`config.mk`:
```
export PLATFORM = sky130hd
export DESIGN_NAME = restoring_div4
export DESIGN_NICKNAME = d
export VERILOG_FILES = /design/src/rtl/restoring_div4.sv
export SDC_FILE = /design/constraint.sdc
export NUM_CORES = 1
export LEC_CHECK = 0
export ABC_AREA = 1
export BUFFER_PORTS_ARGS = -buffer_cell sky130_fd_sc_hd__buf_2
export CORE_UTILIZATION = 35
export DETAILED_ROUTE_END_ITERATION = 10
export GPL_TIMING_DRIVEN = 0
export PLACE_DENSITY = 0.54
export SYNTH_ARGS = -nofsm -noshare
export SYNTH_HDL_FRONTEND = slang
export SYNTH_HIERARCHICAL = 1
export SYNTH_SLANG_ARGS = --single-unit
```
`constraint.sdc`:
```
create_clock -name clk -period 5.3 [get_ports clk]
set_input_delay 0.795 -clock clk [delete_from_list [all_inputs] [get_ports clk]]
set_output_delay 0.795 -clock clk [all_outputs]
set_load 0.02 [all_outputs]
```
`src/rtl/restoring_div4.sv`:
```
// Sequential restoring divider: DW-bit dividend / 4-bit divisor, one quotient bit per cycle,
// using a single fourbitsub. Define DIV_ZERO_DETECT_EN for the one-cycle divide-by-zero path.

module fourbitsub (
    input  logic [3:0] A,
    input  logic [3:0] B,
    input  logic       Bin,
    output logic [3:0] Difference,
    output logic       Bout
);
    logic [4:0] w_borrow;

    assign w_borrow[0] = Bin;

    // Ripple-borrow chain of full subtractors
    for (genvar i = 0; i < 4; i++) begin : g_fs
        assign Difference[i]  = A[i] ^ B[i] ^ w_borrow[i];
        assign w_borrow[i+1]  = (~A[i] & B[i]) | (~(A[i] ^ B[i]) & w_borrow[i]);
    end

    assign Bout = w_borrow[4];
endmodule

module restoring_div4 #(
    parameter int DW = 8
) (
    input  logic          clk,
    input  logic          rst,
    input  logic          start,
    input  logic [DW-1:0] Dividend,
    input  logic [3:0]    Divisor,
    output logic [DW-1:0] Quotient,
    output logic [3:0]    Remainder,
    output logic          busy,
    output logic          done,
    output logic          div_by_zero
);
    localparam int CW = (DW > 1) ? $clog2(DW) : 1;

    typedef enum logic [1:0] {
        S_IDLE = 2'd0,
        S_RUN  = 2'd1,
        S_DONE = 2'd2
    } state_t;

    state_t r_state;
    state_t w_next;

    logic [DW-1:0] r_n;
    logic [3:0]    r_d;
    logic [3:0]    r_r;
    logic [DW-1:0] r_q;
    logic [CW-1:0] r_cnt;
    logic          r_dz;

    logic          w_accept;
    logic          w_fast_zero;
    logic          w_last;
    logic [4:0]    w_s;
    logic [3:0]    w_diff;
    logic          w_bout;
    logic          w_take;
    logic [3:0]    w_r_next;

`ifdef DIV_ZERO_DETECT_EN
    assign w_fast_zero = (Divisor == 4'd0);
`else
    assign w_fast_zero = 1'b0;
`endif

    assign w_last = (r_cnt == '0);

    // One iteration: shift in the next dividend bit, trial-subtract the divisor
    assign w_s = {r_r, r_n[DW-1]};

    fourbitsub u_sub (
        .A          (w_s[3:0]),
        .B          (r_d),
        .Bin        (1'b0),
        .Difference (w_diff),
        .Bout       (w_bout)
    );

    // S[4] set means the shifted remainder is >= 16 > D, so the subtraction always fits
    assign w_take   = w_s[4] | ~w_bout;
    assign w_r_next = w_take ? w_diff : w_s[3:0];

    always_ff @(posedge clk or posedge rst) begin
        if (rst) begin
            r_state <= S_IDLE;
        end else begin
            r_state <= w_next;
        end
    end

    always_comb begin
        w_next   = r_state;
        w_accept = 1'b0;
        case (r_state)
            S_IDLE: begin
                if (start) begin
                    w_accept = 1'b1;
                    w_next   = w_fast_zero ? S_DONE : S_RUN;
                end
            end
            S_RUN: begin
                if (w_last) begin
                    w_next = S_DONE;
                end
            end
            S_DONE: begin
                if (start) begin
                    w_accept = 1'b1;
                    w_next   = w_fast_zero ? S_DONE : S_RUN;
                end else begin
                    w_next = S_IDLE;
                end
            end
            default: begin
                w_next = S_IDLE;
            end
        endcase
    end

    // Working registers carry no reset; they are always loaded on accept before use
    always_ff @(posedge clk) begin
        if (w_accept) begin
            r_n   <= Dividend;
            r_d   <= Divisor;
            r_r   <= 4'd0;
            r_q   <= '0;
            r_cnt <= CW'(DW - 1);
        end else if (r_state == S_RUN) begin
            r_r   <= w_r_next;
            r_n   <= {r_n[DW-2:0], 1'b0};
            r_q   <= {r_q[DW-2:0], w_take};
            r_cnt <= r_cnt - CW'(1);
        end
    end

    always_ff @(posedge clk or posedge rst) begin
        if (rst) begin
            Quotient  <= '0;
            Remainder <= 4'd0;
            r_dz      <= 1'b0;
        end else if (w_accept) begin
            r_dz <= w_fast_zero;
            if (w_fast_zero) begin
                Quotient  <= '1;
                Remainder <= Dividend[3:0];
            end
        end else if ((r_state == S_RUN) && w_last) begin
            Quotient  <= {r_q[DW-2:0], w_take};
            Remainder <= w_r_next;
        end
    end

    assign busy        = (r_state == S_RUN);
    assign done        = (r_state == S_DONE);
    assign div_by_zero = r_dz;
endmodule

```
==> results.cfg, run 1 <==
[placement]
dp_slack_ns = 2.89
dp_hpwl_um = 2200
portBuffers = 28
gp_congestion = 0.778

[global_route]
grt_pass1_wl_um = 5380
grt_usage = 0.136
grt_pass1_vias = 1166
grt_max_degree = 15
antenna_found_initial = 0
overflow = 0

[power]
vdd_drop_max_v = 0.000219
power.density_nw_per_um2 = 622
power.leakage_nw = 1.10

[cts]
clock_sinks = 40
ctsResizeCount = 0
cts.clk_slew.worst_paths_ns = 0.09
clk_latency_ns = 0.29
cts_setup_buffers = 0
clk_path_buf_depth = 2
cts_max_level = 2
hold_buffers = 0
cts_tree = yes
numCtsBuffers = 5
cts.root.buffer_cell = clkbuf_8

[layout]
diodes = 0
syn2layout_area_growth_pct = 19.5
nNetsFinal = 252
drive_above_1_share = 0.220

[sta]
fin_ws_ns = 2.89
fmaxAchievable_mhz = 414
maxSlewHeadroom = 0.636
finalCriticalPeriod_ns = 2.41
post-route-period-util = 0.455
grt_setup_unrepaired = false
hold_viol = 0
finalMaxSlewViolations = 0
setup_viol = 0
tns_ns = 0
skew_ns = 0.00934
tightestPinTransition_ns = 0.546

[synthesis]
synthTopCellsByArea = nand2_1, edfxtp_1, dfrtp_1
synth_warnings = 6
synth.top_cell.area_share = 0.220
synth-edff-count = 12
synth_cell_type_count = 21
syn_area_um2 = 1730
postSynth.asyncResetShare = 0.350
synth_ff_type = dfxtp_1
synthCells = 195
synth-seq-cells = 40
yosysTopAreaCell = nand2_1
synthTopCellsByCount = nand2_1, inv_1, dfrtp_1, dfxtp_1, edfxtp_1
seq_area_frac_synth = 0.574
synth_area_per_cell_um2 = 8.85
synth.most_common_cell = nand2_1

[drt]
first_iter_violations = 31
vias = 1213
antenna_left = 0
drtPass1Iterations = 4
via_per_inst = 4.06
routedWlPerCell_um = 10.3
drt_wl_total_um = 3080
drcViolationCount = 0

[floorplanning]
start_util = 0.365
ios = 30
die_area_um2 = 5210
die_w_um = 72.2
die_h_um = 72.2
num_rows = 25
coreArea_um2 = 4720

[flow_run]
maxCapViolCount = 0

[setup_path]
cp-end-kind = flip-flop
crit_fanout = 6
path_class = reg -> reg
startpoint_type = flip-flop
crit_arrival_ns = 2.60
required_ns = 5.49

[run_status]
outcome = complete, no violations

[min_path]
hold_path_class = reg -> reg
cells in the final DEF (no fill, tap or decap):
cell / instances
clkinv_2: 1
clkbuf_16: 1
o211ai_1: 1
buf_2: 29
conb_1: 2
nor2_4: 2
inv_4: 1
nand2_1: 101
edfxtp_1: 12
inv_2: 3
ha_1: 2
a21oi_1: 1
nand2_4: 1
buf_6: 2
inv_6: 1
buf_4: 2
dfrtp_1: 14
nor2_1: 5
inv_1: 17
clkbuf_8: 5
nand2_2: 3
nand3_1: 7
fa_1: 4
o21ai_0: 1
dfxtp_1: 14
logic make-up (layout without fill, tap and decap cells):
kind of cell	count (synthesis)	count (layout)	share of synthesized area
buf+inv	26	62	0.0711
other cells	1	2	0.00217
simple gates	119	119	0.281
flops	40	40	0.574
compound gates	3	3	0.0101
fa+ha+maj	6	6	0.0609
stage by stage:
| stage | util | hold WS [ns] | instances | power, mW | area, um^2 |
|---|---|---|---|---|---|
| floorplan | - | 0.419 | 196 | 0.916 | 1730 |
| global placement | 0.414 | 0.432 | 291 | 1.05 | 1950 |
| detailed placement | 0.414 | 0.446 | 291 | 1.06 | 1950 |
| CTS | 0.437 | 0.457 | 299 | 1.30 | 2060 |
| global route | 0.437 | 0.478 | 299 | 1.40 | 2060 |
| finish | 0.437 | 0.453 | 299 | 1.28 | 2060 |
layout make-up:
type | instances | area, um^2
clock inverters | 2 | 15.0
fillers | 480 | 2660
repair buffers | 28 | 140
multi-input cells | 130 | 616
inverters | 21 | 80.1
flip-flops and latches | 40 | 991
plain buffers | 5 | 42.5
well taps | 67 | 83.8
clock buffers | 6 | 93.8
metal layers:
layer  global-route usage  vias to the layer above  routed length (um)
li1                     -                      656                   -
met5                    0                        -                   0
met4               0.0523                        0                  26
met1                0.177                      521                1560
met3               0.0389                        2                 146
met2                0.214                       34                1350
final timing paths:
check,startpoint,end,slack [ns],cells after the start
worst min register to register,r_q[3],Quotient[4],0.45,2
worst max-delay path,r_n[7],Remainder[0],2.89,12
worst max register to register,r_n[7],Remainder[0],2.89,12
min in group asynchronous,rst,r_state[0],0.53,2
worst min-delay path,r_q[3],Quotient[4],0.45,2
max in group asynchronous,rst,Quotient[0],4.40,2
registers in the layout, summed over array words and instances, names as in the netlist:
name,flops
Remainder,4
r_d,4
r_n,8
r_r,4
r_state,2
Quotient,8
r_q,7
r_cnt,3
critical path: stages (launching register included):
cell	delay (ns)
edfxtp_1	0.42
fa_1	0.42
inv_1	0.08
fa_1	0.17
fa_1	0.17
inv_1	0.05
fa_1	0.35
inv_1	0.15
nand2_1	0.18
nand2_1	0.11
nand2_1	0.08
nand2_1	0.08
nand2_1	0.05
power breakdown:
group / switching (mW) / internal (mW)
sequential: 0.0738 / 0.471
clock: 0.113 / 0.123
combinational: 0.330 / 0.172
total: 0.517 / 0.767
Power figures use the tool's default switching activity.
==> run 2, diff against run 1 <==
--- a/config.mk
+++ b/config.mk
@@ -5,7 +5,7 @@
 export SDC_FILE = /design/constraint.sdc
 export NUM_CORES = 1
 export LEC_CHECK = 0
-export ABC_AREA = 1
+export ABC_AREA = 0
 export BUFFER_PORTS_ARGS = -buffer_cell sky130_fd_sc_hd__buf_2
 export CORE_UTILIZATION = 35
 export DETAILED_ROUTE_END_ITERATION = 10
==> constraint.sdc (replaced) <==
create_clock -name clk -period 2.5 [get_ports clk]
set_input_delay 0.375 -clock clk [delete_from_list [all_inputs] [get_ports clk]]
set_output_delay 0.375 -clock clk [all_outputs]
set_load 0.02 [all_outputs]
==> results.cfg, run 2 <==
[synthesis]
synth-edff-count = 12
synth_cell_type_count = 32
synth_warnings = 6
synthTopCellsByArea = edfxtp_1, dfrtp_1, dfxtp_1
synthCells = 145
synth.most_common_cell = nand2_1
syn_area_um2 = 1720
postSynth.asyncResetShare = 0.350
synth_compound_area_frac = 0.0961
synth.area.mux_share = 0.0750
synth-seq-cells = 40
synth_xor_xnor_area_share = 0
synth_ff_type = dfxtp_1
synth_area_per_cell_um2 = 11.9
yosysTopAreaCell = edfxtp_1
synthTopCellsByCount = nand2_1, inv_1, dfrtp_1, dfxtp_1, edfxtp_1
seq_area_frac_synth = 0.576
synthAdderAreaFrac = 0.0611
synth_top_family_by_area = simple AND/OR/NAND/NOR gates
synth.top_cell.area_share = 0.210
yosys.area_share.simple = 0.108

[layout]
drive_above_1_share = 0.468
mostFrequentLayoutCell = buf_2
final_util = 0.468
syn2layout_area_growth_pct = 28.7
diodes = 0
layout_common_cells = buf_2, nand2_1, dfrtp_1, dfxtp_1, edfxtp_1
nNetsFinal = 208
fillCellCount = 442
design_area_um2 = 2210
reg.largest.list = Quotient x8, r_n x8, r_q x7

[sta]
finalCriticalPeriod_ns = 2.43
maxSlewHeadroom = 0.637
fmaxAchievable_mhz = 412
tightestPinTransition_ns = 0.544
skew_ns = 0.00477
fin_ws_ns = 0.0737
tns_ns = 0
post-route-period-util = 0.971
finalMaxSlewViolations = 0
hold_viol = 0
grt_setup_unrepaired = true
setup_viol = 0

[global_route]
grt_pass1_vias = 1108
overflow = 0
grt_max_degree = 15
antenna_found_initial = 0
grt_usage = 0.127
grt_pass1_wl_um = 4980

[placement]
dp_slack_ns = -0.109
gp_congestion = 0.721
dp_hpwl_um = 2040
portBuffers = 28
placed_cell_area_um2 = 1950

[cts]
clock_sinks = 40
cts.root.buffer_cell = clkbuf_8
clk_path_buf_depth = 2
cts_max_level = 2
hold_buffers = 0
cts.clk_slew.worst_paths_ns = 0.08
numCtsBuffers = 5
cts_tree = yes
clk_latency_ns = 0.29

[floorplanning]
die_area_um2 = 5200
die_w_um = 72.1
coreArea_um2 = 4720
num_rows = 25
start_util = 0.364
die_h_um = 72.1
ios = 30

[setup_path]
startpoint_type = flip-flop
crit_fanout = 5
r2r_cells = 11
ff2ff_setup_slack_ns = 0.07
required_ns = 2.67
crit_arrival_ns = 2.60
cp-end-kind = flip-flop
path_class = reg -> reg

[drt]
drt_wl_total_um = 2930
via_per_inst = 4.30
drcViolationCount = 0
drtPass1Iterations = 4
antenna_left = 0
first_iter_violations = 42
routedWlPerCell_um = 11.5
vias = 1097

[run_status]
outcome = complete, no violations

[min_path]
hold_path_class = in -> async

[power]
power.density_nw_per_um2 = 1430
power.leakage_nw = 1.00
vdd_drop_max_v = 0.000456

[flow_run]
maxCapViolCount = 0
==> run 2: path summary, 6_finish.rpt <==
check                      startpoint            to
max in group asynchronous         rst   Quotient[6]
hold / removal                    rst    r_state[1]
min in group clk           Divisor[1]        r_d[1]
setup reg to reg               r_n[7]  Remainder[2]
setup / recovery               r_n[7]  Remainder[2]
hold reg to reg                r_q[6]        r_q[6]
==> run 2: logic make-up after synthesis <==
| group | count (synthesis) |
|---|---|
| buffers and inverters | 26 |
| and+or+nand+nor | 38 |
| muxes | 12 |
| other | 1 |
| DFF | 40 |
| AOI/OAI and AO/OA | 22 |
| adders and majority gates | 6 |
==> run 2: timing repair <==
item / in CTS / in global routing
pin swaps: 1 / 9
setup buffers: 4 / 2
endpoints found under the setup margin: 7 / 10
gates resized for setup: 12 / 15
endpoints found under the hold margin: 0 / 0
==> run 2: report_power, final <==
group / internal (mW) / leakage, nW / switching, mW / total [mW]
registers: 1.00 / 0.405 / 0.173 / 1.17
clock network: 0.312 / 0.0627 / 0.216 / 0.528
logic: 0.726 / 0.536 / 0.741 / 1.47
total: 2.04 / 1.00 / 1.13 / 3.17
==> run 2: worst max-delay path, cell delays in order, from the launching register on <==
cell and delay, ns:
edfxtp_1 0.42, fa_2 0.35, inv_2 0.07, fa_2 0.21, fa_2 0.19, inv_2 0.04, fa_2 0.34, inv_2 0.07
nor2b_4 0.14, buf_8 0.15, mux2i_4 0.26, a21oi_2 0.07
==> run 2: final cells by class <==
class | count | area (um^2) | share of cell area
sequential | 40 | 991 | 0.448
timing repair buffer | 34 | 193 | 0.0871
multi-input combinational | 80 | 674 | 0.305
clock buffer | 8 | 121 | 0.0549
buffer | 9 | 82.6 | 0.0373
tap | 67 | 83.8 | 0.0379
inverter | 17 | 66.3 | 0.0300
==> run 2: metrics by stage <==
| step | std cells | power [mW] | hold slack (ns) |
|---|---|---|---|
| 2_1_floorplan | 146 | 2.01 | 0.264 |
| 3_3_place_gp | 241 | 2.26 | 0.430 |
| 5_1_grt | 255 | 3.40 | 0.178 |
| 4_1_cts | 253 | 3.07 | 0.136 |
| 6_report | 255 | 3.17 | 0.119 |
| 3_5_place_dp | 241 | 2.31 | 0.448 |
==> run 2: metal layers <==
metal,GRT usage,wire [um]
met1,0.164,1400
met2,0.199,1370
met3,0.0375,116
met4,0.0523,40
met5,0,0
